--- config.mk ---
export PLATFORM = sky130hd
export DESIGN_NAME = conv1d_seq_ctrl
export DESIGN_NICKNAME = d
export VERILOG_FILES = /design/src/rtl/conv1d_seq_ctrl.sv
export SDC_FILE = /design/constraint.sdc
export NUM_CORES = 1
export LEC_CHECK = 0
export CORE_ASPECT_RATIO = 0.6
export CORE_MARGIN = 3
export CORE_UTILIZATION = 25
export CTS_CLUSTER_SIZE = 30
export DETAILED_ROUTE_END_ITERATION = 8
export GPL_TIMING_DRIVEN = 0
export PLACE_DENSITY = 0.45
export SYNTH_ARGS = -nofsm -noshare
export SYNTH_HDL_FRONTEND = slang
export SYNTH_SLANG_ARGS = --single-unit
export TNS_END_PERCENT = 1
--- constraint.sdc ---
create_clock -name clk -period 8.5 [get_ports clk]
set_clock_uncertainty 0.2 [all_clocks]
set_input_delay 0.85 -clock clk [delete_from_list [all_inputs] [get_ports clk]]
set_output_delay 0.85 -clock clk [all_outputs]
set_load 0.03 [all_outputs]
--- src/rtl/conv1d_seq_ctrl.sv ---
`timescale 1ns/1ps
// conv1d_seq_ctrl: command sequencer for the 1-D convolution PE datapath.
// On an accepted start it walks every output window and emits, per window,
// one CLEAR beat, filt_len MAC beats and one EMIT beat on a valid/ready
// stream. After the last EMIT it pulses done for one cycle.
//
// Ports:
//   clk, rst_n                 clock, asynchronous active-low reset
//   start_valid / start_ready  job request handshake (ready only in IDLE)
//   cfg_ifmap_len/filt_len/stride  job config, sampled at start accept
//   abort                      synchronous abort of a running job
//   cmd_valid / cmd_ready      command stream handshake
//   cmd_op                     00 CLEAR, 01 MAC, 10 EMIT
//   cmd_filt_addr/ifmap_addr   scratchpad addresses (MAC beats only, else 0)
//   cmd_out_idx                current output-window index
//   done                       one-cycle pulse, job complete
//   cfg_err                    one-cycle pulse, illegal config rejected
module conv1d_seq_ctrl #(
  parameter int unsigned ADDR_W = 8,
  parameter int unsigned IDX_W  = 8
) (
  input  logic              clk,
  input  logic              rst_n,
  input  logic              start_valid,
  output logic              start_ready,
  input  logic [ADDR_W-1:0] cfg_ifmap_len,
  input  logic [ADDR_W-1:0] cfg_filt_len,
  input  logic [ADDR_W-1:0] cfg_stride,
  input  logic              abort,
  output logic              cmd_valid,
  input  logic              cmd_ready,
  output logic [1:0]        cmd_op,
  output logic [ADDR_W-1:0] cmd_filt_addr,
  output logic [ADDR_W-1:0] cmd_ifmap_addr,
  output logic [IDX_W-1:0]  cmd_out_idx,
  output logic              done,
  output logic              cfg_err
);

  localparam int unsigned OP_W  = 2;
  // base + stride + filt_len needs two extra bits to never wrap
  localparam int unsigned SUM_W = ADDR_W + 2;

  localparam logic [OP_W-1:0] OP_CLEAR = 2'b00;
  localparam logic [OP_W-1:0] OP_MAC   = 2'b01;
  localparam logic [OP_W-1:0] OP_EMIT  = 2'b10;

  typedef enum logic [2:0] {
    S_IDLE  = 3'd0,
    S_CLEAR = 3'd1,
    S_MAC   = 3'd2,
    S_EMIT  = 3'd3,
    S_DONE  = 3'd4
  } state_e;

  state_e              state_q, state_d;
  logic [ADDR_W-1:0]   ifmap_len_q, ifmap_len_d;
  logic [ADDR_W-1:0]   filt_len_q, filt_len_d;
  logic [ADDR_W-1:0]   stride_q, stride_d;
  logic [ADDR_W-1:0]   base_q, base_d;
  logic [ADDR_W-1:0]   j_q, j_d;
  logic [IDX_W-1:0]    idx_q, idx_d;
  logic                start_ready_q, start_ready_d;
  logic                cmd_valid_q, cmd_valid_d;
  logic [OP_W-1:0]     cmd_op_q, cmd_op_d;
  logic [ADDR_W-1:0]   cmd_filt_addr_q, cmd_filt_addr_d;
  logic [ADDR_W-1:0]   cmd_ifmap_addr_q, cmd_ifmap_addr_d;
  logic                done_q, done_d;
  logic                cfg_err_q, cfg_err_d;

  logic                cfg_bad;
  logic                beat_fire;
  logic                last_mac;
  logic                last_win;

  // Next-state and next-output logic
  always_comb begin
    state_d          = state_q;
    ifmap_len_d      = ifmap_len_q;
    filt_len_d       = filt_len_q;
    stride_d         = stride_q;
    base_d           = base_q;
    j_d              = j_q;
    idx_d            = idx_q;
    cmd_valid_d      = cmd_valid_q;
    cmd_op_d         = cmd_op_q;
    cmd_filt_addr_d  = cmd_filt_addr_q;
    cmd_ifmap_addr_d = cmd_ifmap_addr_q;
    done_d           = 1'b0;
    cfg_err_d        = 1'b0;
    start_ready_d    = start_ready_q;

    cfg_bad   = (cfg_filt_len == '0) || (cfg_stride == '0) ||
                (cfg_ifmap_len < cfg_filt_len);
    beat_fire = cmd_valid_q && cmd_ready;
    last_mac  = (j_q == (filt_len_q - ADDR_W'(1)));
    // Current window is the last one when the next window would not fit;
    // this replaces N_OUT = (ifmap-filt)/stride + 1 without a divider.
    last_win  = (SUM_W'(base_q) + SUM_W'(stride_q) + SUM_W'(filt_len_q)) >
                SUM_W'(ifmap_len_q);

    unique case (state_q)
      S_IDLE: begin
        if (start_valid && start_ready_q) begin
          ifmap_len_d = cfg_ifmap_len;
          filt_len_d  = cfg_filt_len;
          stride_d    = cfg_stride;
          if (cfg_bad) begin
            cfg_err_d = 1'b1;
          end else begin
            state_d          = S_CLEAR;
            base_d           = '0;
            j_d              = '0;
            idx_d            = '0;
            cmd_valid_d      = 1'b1;
            cmd_op_d         = OP_CLEAR;
            cmd_filt_addr_d  = '0;
            cmd_ifmap_addr_d = '0;
          end
        end
      end

      S_CLEAR: begin
        if (beat_fire) begin
          state_d          = S_MAC;
          j_d              = '0;
          cmd_op_d         = OP_MAC;
          cmd_filt_addr_d  = '0;
          cmd_ifmap_addr_d = base_q;
        end
      end

      S_MAC: begin
        if (beat_fire) begin
          if (last_mac) begin
            state_d          = S_EMIT;
            cmd_op_d         = OP_EMIT;
            cmd_filt_addr_d  = '0;
            cmd_ifmap_addr_d = '0;
          end else begin
            j_d              = j_q + ADDR_W'(1);
            cmd_filt_addr_d  = j_q + ADDR_W'(1);
            cmd_ifmap_addr_d = base_q + j_q + ADDR_W'(1);
          end
        end
      end

      S_EMIT: begin
        if (beat_fire) begin
          if (last_win) begin
            state_d     = S_DONE;
            cmd_valid_d = 1'b0;
            cmd_op_d    = OP_CLEAR;
            base_d      = '0;
            j_d         = '0;
            idx_d       = '0;
            done_d      = 1'b1;
          end else begin
            state_d  = S_CLEAR;
            cmd_op_d = OP_CLEAR;
            idx_d    = idx_q + IDX_W'(1);
            base_d   = base_q + stride_q;
          end
        end
      end

      S_DONE: begin
        state_d = S_IDLE;
      end

      default: begin
        state_d = S_IDLE;
      end
    endcase

    // Abort overrides everything outside IDLE, including a stalled beat
    if (abort && (state_q != S_IDLE)) begin
      state_d          = S_IDLE;
      base_d           = '0;
      j_d              = '0;
      idx_d            = '0;
      cmd_valid_d      = 1'b0;
      cmd_op_d         = OP_CLEAR;
      cmd_filt_addr_d  = '0;
      cmd_ifmap_addr_d = '0;
      done_d           = 1'b0;
    end

    start_ready_d = (state_d == S_IDLE);
  end

  // State and output registers
  always_ff @(posedge clk or negedge rst_n) begin
    if (!rst_n) begin
      state_q          <= S_IDLE;
      ifmap_len_q      <= '0;
      filt_len_q       <= '0;
      stride_q         <= '0;
      base_q           <= '0;
      j_q              <= '0;
      idx_q            <= '0;
      start_ready_q    <= 1'b1;
      cmd_valid_q      <= 1'b0;
      cmd_op_q         <= OP_CLEAR;
      cmd_filt_addr_q  <= '0;
      cmd_ifmap_addr_q <= '0;
      done_q           <= 1'b0;
      cfg_err_q        <= 1'b0;
    end else begin
      state_q          <= state_d;
      ifmap_len_q      <= ifmap_len_d;
      filt_len_q       <= filt_len_d;
      stride_q         <= stride_d;
      base_q           <= base_d;
      j_q              <= j_d;
      idx_q            <= idx_d;
      start_ready_q    <= start_ready_d;
      cmd_valid_q      <= cmd_valid_d;
      cmd_op_q         <= cmd_op_d;
      cmd_filt_addr_q  <= cmd_filt_addr_d;
      cmd_ifmap_addr_q <= cmd_ifmap_addr_d;
      done_q           <= done_d;
      cfg_err_q        <= cfg_err_d;
    end
  end

  assign start_ready    = start_ready_q;
  assign cmd_valid      = cmd_valid_q;
  assign cmd_op         = cmd_op_q;
  assign cmd_filt_addr  = cmd_filt_addr_q;
  assign cmd_ifmap_addr = cmd_ifmap_addr_q;
  assign cmd_out_idx    = idx_q;
  assign done           = done_q;
  assign cfg_err        = cfg_err_q;

  // Stream and handshake invariants
  a_beat_stable: assert property (@(posedge clk) disable iff (!rst_n)
    (cmd_valid_q && !cmd_ready && !abort) |=>
      (cmd_valid_q && $stable({cmd_op_q, cmd_filt_addr_q, cmd_ifmap_addr_q, idx_q})));

  a_done_not_ready: assert property (@(posedge clk) disable iff (!rst_n)
    !(done_q && start_ready_q));

  a_op_legal: assert property (@(posedge clk) disable iff (!rst_n)
    cmd_valid_q |-> (cmd_op_q != 2'b11));

endmodule

# After elaboration in Yosys (flattened, before gate mapping)
# Index checks and enable logic that the tools add are counted.
# word_totals
ff_bits	73
out_inout_bits	30
word_cells	111
# classes
n_addsub	8
magnitude_cmp	2
eq_ne	12
mux	56
reduce_logical	19
# op_table
op	n
$mux 8	21
$pmux 8 s3	2
$pmux 8 s2	2
$pmux 8 s4	1
$add 8x1->8 const B	3
$mux 3	8
$ne 3x3->1 const B	8
$add 8x8->8	2
$logic_not 8->1	2
$mux 2	7
$mux 1	12
$pmux 3 s4	1
$add 9x8->10	1
$gt 10x8->1	1
$reduce_and 5->1	2
$add 8x8->9	1
$eq 8x8->1	1
$lt 8x8->1	1
$pmux 2 s4	1
$reduce_and 8->1	1
$sub 8x1->8 const B	1
$reduce_and 7->1	1
$eq 3x2->1 const B	2
$logic_not 3->1	2
other kinds (9)	13

# Logic depth before layout (Yosys ltp)
# Gate-level depths: netlist (run 1).
# logic_depth
word_depth	8
ltp_mapped	21
ltp_nobuf	20

# Worst setup path before layout (run 1)
# Ideal clock, no wire load.
# synth_path
path_kind	register to register
start	register base_q[1]
end	register j_q[0]
setup_time_ns	0.125
arrival_ns	4.042
path_slack_ns	4.133
path_stages_with_launch	22
n_path_buf	1
period_less_slack_ns	4.367
cell_sequence	dfrtp_1 > inv_1 > fa_1 > inv_1 > ha_1 > inv_1 > fa_1 > nor2b_1 > o21ai_0 > nand2b_1 > a21o_1 > a21oi_1 > xnor2_1 > ha_1 > o21a_1 > o22ai_1 > a31oi_1 > a211oi_1 > and3_1 > clkbuf_1 > or4_1 > mux2_2
# synth_via
elab_chain_cells	5
# synth_rtl
item	line	rtl
start, declared	60	logic [ADDR_W-1:0] base_q, base_d;
start signal, assigned	214	base_q <= base_d;
$add 8x8->9	99	last_win = (SUM_W'(base_q) + SUM_W'(stride_q) + SUM_W'(filt_len_q)) >
$add 9x8->10	99	
$gt 10x8->1	99	
$ne 3x3->1 (no source line)	n/a	
$reduce_and 8->1 (no source line)	n/a	
end signal, assigned	215	j_q <= j_d;
end, declared	61	logic [ADDR_W-1:0] j_q, j_d;
# No other way between the ends.
# A chain may end at the register's enable or synchronous reset.

# Worst setup path in the final report (run 1)
# Ends and elaborated chain as after synthesis.

==> results of run 1 <==
## cells in the mapped netlist, drive strengths merged (2+ instances only)
cell type | instances | share of area
dfrtp | 72 | 0.36
fa | 11 | 0.044
a2bb2oi | 2 | 0.0035
clkbuf | 16 | 0.012
mux2 | 4 | 0.0091
o21a | 3 | 0.0045
o21bai | 9 | 0.014
o31ai | 6 | 0.0091
o2111ai | 3 | 0.0088
ha | 39 | 0.098
nand4 | 5 | 0.0063
a211oi | 4 | 0.0060
nor4b | 3 | 0.0053
xor2 | 13 | 0.023
a21oi | 18 | 0.019
or4 | 2 | 0.0038
nand3b | 2 | 0.0030
nor3 | 14 | 0.014
nor2b | 11 | 0.014
buf | 3 | 0.0038
nand2 | 81 | 0.063
nand3 | 13 | 0.013
a22o | 9 | 0.016
and3 | 10 | 0.013
a21o | 14 | 0.021
inv | 34 | 0.026
and2 | 4 | 0.0053
o21ai | 42 | 0.042
a211o | 8 | 0.014
xnor2 | 16 | 0.028
a22oi | 5 | 0.0076
a31oi | 4 | 0.0050
nor2 | 30 | 0.023
nor4 | 7 | 0.0088
or3 | 6 | 0.0076
o2bb2ai | 2 | 0.0035
nand2b | 4 | 0.0050
## registers in the layout, summed over array words and instances, names as in the netlist, 8 cells and up
register        count
stride_q            8
base_q              8
filt_len_q          8
j_q                 8
cmd_ifmap_addr      8
cmd_filt_addr       8
cmd_out_idx         8
ifmap_len_q         8
## routing by layer
layer	wire length [um]	up-vias	share of wire	global-route usage
li1	-	2081	-	-
met1	8650	2024	0.57	0.248
met2	5290	88	0.35	0.181
met3	1140	11	0.075	0.0335
met4	108	0	0.0071	0.0255
met5	0	-	0	0
## path summary, 6_finish.rpt
| path | end | slack [ns] | depth (start not counted) |
|---|---|---|---|
| worst min register to register | cmd_filt_addr[7]$_DFFE_PN0P_ | 0.27 | 1 |
| max in group asynchronous | start_ready$_DFF_PN1_ | 7.22 | 2 |
| worst max-delay path | j_q[0]$_DFFE_PN0P_ | 2.99 | 21 |
| worst min-delay path | cmd_out_idx[6]$_DFFE_PN0P_ | 0.26 | 1 |
| min in group clk | cmd_filt_addr[7]$_DFFE_PN0P_ | 0.27 | 1 |
| worst max register to register | j_q[0]$_DFFE_PN0P_ | 2.99 | 21 |
## logic make-up after synthesis
logic type	count (synthesis)	synth area share
and+or+nand+nor	197	0.193
AOI/OAI and AO/OA	139	0.192
DFF	73	0.368
buffers and inverters	53	0.0416
adders and majority gates	51	0.145
xor gates and xnor gates	29	0.0511
muxes	4	0.00907
## final cells by class
class / count / share of cell area
antenna: 1 / 0.000404
buffer: 19 / 0.0127
clock buffer: 13 / 0.0404
clock inverter: 3 / 0.00646
inverter: 34 / 0.0206
multi-input combinational: 420 / 0.473
sequential: 73 / 0.295
tap: 266 / 0.0537
timing repair buffer: 59 / 0.0977
## power by group
group	internal, mW	total (mW)	switching (mW)
sequential	0.416	0.494	0.0778
combinational	0.385	0.924	0.539
clock	0.235	0.388	0.153
total	1.04	1.81	0.770
==> run summary, run 1 <==
Area added between synthesis and finish - 24.8%
Final Max Slew Viols - 0
CTS tree - yes
Reg-to-Reg Start - base_q[1]$_DFFE_PN0P_
Post-Syn Area per Cell - 9.10 sq um
Post-synth EDFFs - 0
Status - finished clean
Period utilization - 0.649
Max-cap violations - 0
Die Height - 115 um
Leakage power - 2.86 nW
GRT Util Overall - 0.147
Total number of vias - 4204
Synth Instances - 546
Final hold violations - 0
Unrepaired setup endpoints after global routing - false
Placed cell areas - 5900 sq um
DR WL/cell - 17.1 um
Layout fillers - 2014
Rows - 39
Fraction of layout cells with a size suffix above 1 - 0.0451
Synth Register Bits - 73
Crit path from - base_q[1]$_DFFE_PN0P_
DRC - 0
Achievable frequency - 0.181 GHz
Area of the multi-input gates - 2930 sq um
Post-CTS setup buffers - 0
Fin util - 0.322
Top_reg_cell synth - dfrtp_1
Clk_lat worst skew - 0.34 ns
Final WL - 15.2 mm
Number of global-route vias before repair - 4152
First-pass GRT wire length - 24.3 mm
CP max-delay cell - fa_1
Post-Syn Nets - 625
Finished Layout Cells - 888
Hold-fix buffers, CTS - 0
DPL Wire Length - 12.2 mm
CTS Buf Count - 9
Pwr Density - 292 nW/um^2
Fin crit period - 5.51 ns
Clk buf depth - 2
Critical path class - reg2reg
Core box area - 19300 sq um
Max incr delay on CP - 0.50 ns
CP Launch Type - register
Num Clock Sinks - 73
CP arrival - 5.60 ns
Final antenna-violating net count - 0
Ys async rst share - 1.00
Hold Crit Class - in2async
Distinct cells, synth - 62
Post-CTS Resized - 0
Vias/cell - 4.73
Crit-path max FO - 7
First DRT Iteration DRCs - 191
IO Pins - 59
Worst Tran Pin Value - 1.03 ns
Setup WS post-layout - 2.99 ns
CTS clock-pin slew for the worst setup and hold paths - 0.06 ns
Setup violations, final - 0
Initial Utilization - 0.258
Port Buffer Count - 58
Die boundary width - 188 um
Dpl cells - 871
Worst path buffer plus inverter count - 4
Ys Warns - 0
Sequential-to-total area share from yosys stat - 0.368
First-pass iteration count of the detailed router - 4
H-tree depth - 3
Most common cell after layout, fill and taps aside - nand2_1
Post-layout nets - 695
Die area - 21600 sq um
Slew margin rel. - 0.307
Crit path max-delay family - compound AO/OA/AOI/OAI gates
Maximum VDD drop - 0.000153 V
Syn Std Cell Area - 4970 sq um
Setup tns final - 0 ns
Grt ovf - 0
FF/Latch Area - 1830 sq um
Fin Hold WS - 0.261 ns
Largest net degree at the start of global routing - 43
CP Capture Type - register
GP Congestion - 0.827
Worst EP required - 8.58 ns
Most used cell, CP - inv_1
Place WS - 3.06 ns
Power Total - 1.81 mW
Commonest non-fill, non-tap cells in the layout - nand2_1 (80), dfrtp_1 (72), clkdlybuf4s50_1 (57)
Cell area after layout - 6200 sq um
Critical path, cell by cell - inv_1, fa_1, inv_1, ha_1, inv_1, fa_1, nor2b_1, o21ai_0, nand2b_1, a21o_1, a21oi_1, xnor2_1, ha_1, a211o_1, a21oi_1, a31oi_1, a211oi_1, and3_1, clkbuf_1, or4_1, mux2_2
Root Buffer - clkbuf_16
Antenna violations before repair - 0
Power figures use the tool's default switching activity.
==> inputs of run 2 (changes only) <==
- clock period: 8.5 -> 5.2 ns (I/O delays scaled with it)
==> run 2 against run 1 <==
Sequential power rose by 64%. Setup slack got worse by 2.7 ns. Die area did not move. Clock power rose by 64%. Via count rose by 1.5%. Fmax rose by 11%. Final cell count fell by 0.11%. Critical path depth fell by 1. Count of clock-buffer cells in the layout did not move. Highest routed layer unchanged.
==> run summary, run 2 (synthesis results as in run 1) <==
Status - finished clean
Antenna violations before repair - 0
CTS Buf Count - 9
Finished Layout Cells - 887
Fin util - 0.323
Leakage power - 2.86 nW
DR WL/cell - 17.3 um
Power Total - 3.01 mW
Fin crit period - 4.95 ns
# diodes - 0
Number of global-route vias before repair - 4170
Clk_lat worst skew - 0.34 ns
Hold Crit Class - reg2reg
Core box area - 19300 sq um
Vias/cell - 4.81
GP Congestion - 0.827
Final hold violations - 0
First DRT Iteration DRCs - 222
Fraction of layout cells with a size suffix above 1 - 0.0564
Max-cap violations - 0
Final antenna-violating net count - 0
First-pass GRT wire length - 24.4 mm
Num Clock Sinks - 73
CP Capture Type - register
CTS tree - yes
Rows - 39
Period utilization - 0.953
Unrepaired setup endpoints after global routing - false
First-pass iteration count of the detailed router - 5
Critical path class - reg2reg
H-tree depth - 3
DRC - 0
CTS clock-pin slew for the worst setup and hold paths - 0.06 ns
Root Buffer - clkbuf_16
Dpl cells - 871
Pwr Density - 483 nW/um^2
Placed cell areas - 5900 sq um
Final WL - 15.3 mm
Total number of vias - 4265
IO Pins - 59
Achievable frequency - 0.202 GHz
Final Max Slew Viols - 0
Initial Utilization - 0.258
Die Height - 115 um
Worst EP required - 5.23 ns
Port Buffer Count - 58
Die boundary width - 188 um
Setup violations, final - 0
Commonest non-fill, non-tap cells in the layout - nand2_1 (80), dfrtp_1 (71), clkdlybuf4s50_1 (57)
Clk buf depth - 2
GRT Util Overall - 0.147
Crit-path max FO - 7
Worst Tran Pin Value - 1.05 ns
Most common cell after layout, fill and taps aside - nand2_1
Slew margin rel. - 0.291
Post-CTS setup buffers - 0
Largest net degree at the start of global routing - 43
DPL Wire Length - 12.2 mm
Die area - 21600 sq um
Cell area after layout - 6220 sq um
Area added between synthesis and finish - 25.3%
CP Launch Type - register
CP arrival - 4.98 ns
Maximum VDD drop - 0.000222 V
Post-layout nets - 695
Grt ovf - 0
-- run 2: stage by stage --
stage / setup TNS, ns / hold WS [ns] / worst slack (ns)
6_report: 0 / 0.278 / 0.246
5_1_grt: 0 / 0.308 / 0.0113
4_1_cts: 0 / 0.284 / 0.0168
3_5_place_dp: -1.34 / 0.271 / -0.240
2_1_floorplan: 0 / 0.0244 / 0.833
3_3_place_gp: -0.814 / 0.268 / -0.172
-- run 2: cell type report --
cell class | instances | area, sq um
multi-input combinational | 420 | 2950
sequential | 73 | 1830
buffer | 18 | 76.3
fill | 2014 | 13100
clock buffer | 13 | 250
inverter | 34 | 128
timing repair buffer | 60 | 616
clock inverter | 3 | 40.0
tap | 266 | 333
-- run 2: critical path, cell delays in order (launching register included) --
cell and delay (ns):
dfrtp_1 0.40, inv_1 0.11, fa_1 0.54, inv_1 0.04, ha_1 0.24, inv_1 0.08, fa_1 0.20, nor2b_1 0.05
o21ai_0 0.28, nand2b_1 0.14, a21o_1 0.20, a21oi_1 0.19, xnor2_1 0.10, ha_1 0.33, a211o_1 0.13, a21oi_1 0.05
a31oi_2 0.27, a211oi_2 0.10, and3_2 0.32, or4_4 0.58, mux2_2 0.29
-- run 2: path summary, 6_finish.rpt --
path,endpoint,slack (ns),from,depth (start not counted)
hold reg to reg,cmd_filt_addr[7]$_DFFE_PN0P_,0.28,cmd_filt_addr[7]$_DFFE_PN0P_,1
min in group asynchronous,cmd_out_idx[6]$_DFFE_PN0P_,0.48,rst_n,2
hold / removal,cmd_filt_addr[7]$_DFFE_PN0P_,0.28,cmd_filt_addr[7]$_DFFE_PN0P_,1
max in group asynchronous,start_ready$_DFF_PN1_,3.71,rst_n,3
setup reg to reg,j_q[0]$_DFFE_PN0P_,0.25,filt_len_q[1]$_DFFE_PN0P_,20
setup / recovery,j_q[0]$_DFFE_PN0P_,0.25,filt_len_q[1]$_DFFE_PN0P_,20
-- run 2: layer usage --
layer  vias up  track usage  part of all wire
li1       2072            -                 -
met1      2070        0.246              0.58
met2       115        0.182              0.35
met3         8       0.0369             0.061
met4         0       0.0255            0.0051
met5         -            0                 0
-- run 2: power breakdown --
part	total [mW]	switching [mW]	internal, mW	leakage, nW
Sequential	0.811	0.130	0.681	0.967
Clock	0.637	0.253	0.384	0.144
Combinational	1.56	0.904	0.655	1.75
-- run 2: repair_timing --
item | in CTS | in global routing
gates resized for setup | 2 | 7
hold buffers | 1 | 0
endpoints found under the setup margin | 15 | 22
endpoints found under the hold margin | 31 | 0
==> patch 1 (settings of run 2) <==
Re-encode `state_e` (5 states) as one-hot, 5 bits wide.
--- a/src/rtl/conv1d_seq_ctrl.sv
+++ b/src/rtl/conv1d_seq_ctrl.sv
@@ -47,8 +47,8 @@
 
-  typedef enum logic [2:0] {
-    S_IDLE  = 3'd0,
-    S_CLEAR = 3'd1,
-    S_MAC   = 3'd2,
-    S_EMIT  = 3'd3,
-    S_DONE  = 3'd4
+  typedef enum logic [4:0] {
+    S_IDLE  = 5'b00001,
+    S_CLEAR = 5'b00010,
+    S_MAC   = 5'b00100,
+    S_EMIT  = 5'b01000,
+    S_DONE  = 5'b10000
   } state_e;
Check against the original RTL: same outputs for any inputs over 4 cycles, from zero or initial values and one cycle with rst_n low; so few cycles prove little.
==> patch 1 against run 2 <==
Total power increased by 13%. Synthesized cell count decreased by 1.8%. Non-clock buffer count decreased by 2. Critical endpoint is now state_q[1]$_DFF_PN0_. Sequential cell count increased by 2. Largest power group unchanged. Synthesized area increased by 1.9%. Routed wire length decreased by 2.1%. First-iteration DRC count decreased by 4.5%. Final area increased by 2.4%. Setup slack got worse by 0.018 ns.
==> patch 1: results <==
[global_route]
grt_pass1_wl_um = 23980
grt_pass1_vias = 4226
grt_max_degree = 65
grt_usage_pct = 14.15

[pwr]
ir_worst_vdd_v = 0.0002510
power_leakage_nw = 2.734

[route]
viasPerCell = 4.757
wl_um = 14990
drtPass1Iterations = 4
drt_iter0_markers = 212

[setup_path]
reg2reg_to = state_q[1]$_DFF_PN0_
crit_fanout = 6
timing.rr.start = base_q[1]$_DFFE_PN0P_
r2r_slack_ns = 0.23
cpMaxStageDelayCell = a2111oi_1
crit_arrival_ns = 5.05
ff2ff_path_depth = 19
cpPeakStageDelay_ns = 0.91
crit_family = compound AO/OA/AOI/OAI gates

[logic_synthesis]
synthTopCellsByArea = dfrtp_1 36%, ha_1 9.6%, o21ai_0 4.8%
syn_avg_cell_area_sq_um = 9.438
synth_compound_area_share_pct = 19.12
yosys-top-cells-count = 73 x dfrtp_1, 61 x nand2_1, 49 x o21ai_0
muxShareOfSynthArea_pct = 3.339
synth-xor-area-share_pct = 5.194
yosys_warnings = 0
synth_adder_area_share_pct = 14.00
synthesis.nets = 615
yosysUniqueCellTypes = 69
synth.yosys.seq_area_share_pct = 37.15
synth_top_area_cell = dfrtp_1

[place]
gp_congestion = 0.8084
place_area_sq_um = 5987
dp_hpwl_um = 11910
port_buffers = 57
post-place-ws_ns = -0.2012

[sta]
worst_pin_slew_ns = 1.136

[finish]
drive_above_1_share_pct = 9.804
nets = 686
fillers = 2042

[clock_network]
clk_latency_ns = 0.34
h-tree-depth = 3
clock-root-buffer = clkbuf_16

[status]
status = finished clean

[min_path]
holdPathStages = 2
hold_end = cmd_filt_addr[6]$_DFFE_PN0P_
hold_start = cmd_filt_addr[6]$_DFFE_PN0P_
min_path_type = reg -> reg
-- patch 1: cell count changes in the layout (fill, tap and decap cells not counted), moves of 5 or more --
cell,before,now
o21ai_0,42,48
a22oi_1,5,0
clkbuf_1,17,11
o21ai_1,0,8
a21oi_1,17,25
xnor2_1,16,21
nand2_1,80,61
o211ai_1,0,5
mux2_2,2,15
a21o_1,14,7
o21ai_2,0,6
o21bai_1,9,2
a211o_1,8,0
-- patch 1: cell type report --
cell class	count	area share [%]
plain buffers	16	1.237
clock buffers	11	3.968
clock inverters	5	1.689
inverters	37	2.180
multi-input cells	408	46.57
flip-flops and latches	75	29.50
well taps	266	5.225
repair buffers	60	9.625
-- patch 1: routing by layer --
layer | global-route usage (%) | vias to the layer above | part of all wire [%]
met5 | 0 | - | 0
met4 | 2.067 | 0 | 0.50
met3 | 3.239 | 9 | 5.0
met2 | 18.76 | 89 | 37
met1 | 23.10 | 2021 | 58
li1 | - | 2058 | -
-- patch 1: worst register-to-register path: stages (launching register included) --
cell and delay, ns:
dfrtp_1 0.46, inv_1 0.19, fa_1 0.44, inv_1 0.07, ha_1 0.16, inv_1 0.05, fa_1 0.41, nor2b_1 0.12
o21ai_0 0.12, a21boi_2 0.28, o21a_1 0.14, nor2_1 0.04, xnor2_1 0.12, ha_1 0.31, and4_1 0.20, o2bb2ai_1 0.11
a41oi_1 0.09, a2111oi_1 0.91, nor4b_1 0.32, o21a_1 0.17
-- patch 1: how the worst max path moves through the flow --
stage	from	to	slack, ns	cells after the start
final	base_q[1]$_DFFE_PN0P_	state_q[1]$_DFF_PN0_	0.23	19
after global placement	base_q[1]$_DFFE_PN0P_	state_q[1]$_DFF_PN0_	-0.09	19
after global routing	base_q[1]$_DFFE_PN0P_	state_q[1]$_DFF_PN0_	-0.02	19
after floorplan	base_q[1]$_DFFE_PN0P_	j_q[3]$_DFFE_PN0P_	0.71	21
after detailed placement	base_q[1]$_DFFE_PN0P_	state_q[1]$_DFF_PN0_	-0.20	19
after CTS	base_q[1]$_DFFE_PN0P_	base_q[5]$_DFFE_PN0P_	0.1	20
-- patch 1: repair_timing --
action,CTS,global route
gates resized for setup,2,2
endpoints found under the setup margin,3,18
hold buffers,1,0
setup buffers,0,1
hold endpoints to repair,9,0
pin swaps,0,1
-- patch 1: stage by stage --
step	hold WS, ns	util (%)	instances
2_1_floorplan	0.02441	-	536
3_3_place_gp	0.2692	30.70	859
3_5_place_dp	0.1815	30.83	860
4_1_cts	0.2868	32.74	877
5_1_grt	0.3057	32.80	878
6_report	0.2801	32.80	878
-- patch 1: where the power goes --
part | internal [W] | leakage, nW | switching, W
clock | 0.000498 | 0.176 | 0.000249
sequential | 0.000717 | 0.982 | 0.000169
combinational | 0.000751 | 1.58 | 0.00100
==> patch 2 (settings of run 2) <==
Without the edit above. Set the parameter `ADDR_W` to 9 (it was 8).
--- a/src/rtl/conv1d_seq_ctrl.sv
+++ b/src/rtl/conv1d_seq_ctrl.sv
@@ -18,3 +18,3 @@
 module conv1d_seq_ctrl #(
-  parameter int unsigned ADDR_W = 8,
+  parameter int unsigned ADDR_W = 9,
   parameter int unsigned IDX_W  = 8
Ports: changed (5 resized); port bits go from 59 to 64. No check against the original RTL was run, so the function may have changed too.
==> patch 2 against run 2 <==
Sequential cell count is 7 higher. Die area is 8.6% higher. Setup slack better by 0.17 ns. Final area is 8.7% higher. Total power is 20% higher. Via count is 5.5% higher. Non-clock buffer count is 2 higher. Global-route usage is 0.12 points lower. Fmax is 3.6% higher. Synthesized area is 8.9% higher. Routed wire length is 7.5% higher. First-iteration DRC count is 12% higher. Highest routed layer unchanged.
==> patch 2: results <==
[place]
port_buffers = 62
dp_hpwl_um = 12860
gp_congestion = 0.8420

[route]
wl_per_cell_um = 17.93
drt_iter0_markers = 248
vias = 4499
drtPass1Iterations = 4

[logic_synthesis]
synth_adder_area_share_pct = 14.62
synth-xor-area-share_pct = 6.290
synthTopCellsByArea = dfrtp_1 37%, ha_1 10%, o21ai_0 4.8%
synth_compound_area_share_pct = 21.53
muxShareOfSynthArea_pct = 0.4857
synthesis.nets = 655
yosysUniqueCellTypes = 73
synth_top_area_share_pct = 36.54
yosys-top-cells-count = 79 x dfrtp_1, 61 x nand2_1, 52 x o21ai_0
synth.yosys.seq_area_share_pct = 37.03

[setup_path]
cpMaxStageDelayCell = fa_1
crit_fanout = 10
crit_family = compound AO/OA/AOI/OAI gates
crit_arrival_ns = 4.82
r2r_slack_ns = 0.42
crit_path_end = j_q[8]$_DFFE_PN0P_
ff2ff_path_depth = 15

[global_route]
grt_pass1_vias = 4635
grt_max_degree = 61
grt_pass1_wl_um = 26700
antenna_found_initial = 0

[status]
status = finished clean

[finish]
clkbuf_count = 11
multi_input_area_sq_um = 3187
nNonClkBuffers = 80
n_all_inverters = 38
nets = 730
ff_latch_area_sq_um = 2003
fillers = 2125
buf_share_pct = 11.01
drive_above_1_share_pct = 6.977

[pwr]
ir_worst_vdd_v = 0.0002332
p_switching_w = 0.001589
pwr-share-clk_pct = 21.0
power_sequential_w = 0.000973

[clock_network]
clock-sinks = 80

[sta]
relSlewSlack_pct = 21.93
timing.hold.ws_ns = 0.2937

[min_path]
hold_end = cmd_out_idx[7]$_DFFE_PN0P_
hold_start = cmd_out_idx[7]$_DFFE_PN0P_
==> patch 2: cell types whose count changed after synthesis, moves of 8 or more <==
cell	before	now
nand2_1	80	61
nor2_1	30	39
o21ai_0	42	52
o2bb2ai_1	2	11
nor3_1	14	6
==> patch 2: metal layers <==
layer / wire length, um / global-route usage, %
met2: 6010 / 18.93
met5: 0 / 0
met4: 133 / 2.403
met3: 1117 / 3.900
met1: 9196 / 23.63
==> patch 2: metrics by stage <==
stage	instance area (sq um)	worst slack [ns]	util, %	cells	power, W
finish	6761	0.4197	32.79	918	0.003618
CTS	6750	0.1297	32.74	918	0.003614
global route	6761	0.1537	32.79	918	0.003915
floorplan	5410	0.9694	-	567	0.002224
detailed placement	6397	0.1593	31.03	903	0.002831
global placement	6372	0.1622	30.90	902	0.002783
==> patch 2: repair_timing <==
action / in CTS / in global routing
hold buffers: 1 / 0
resized for setup: 0 / 2
hold endpoints to repair: 20 / 0
setup endpoints to repair: 0 / 7
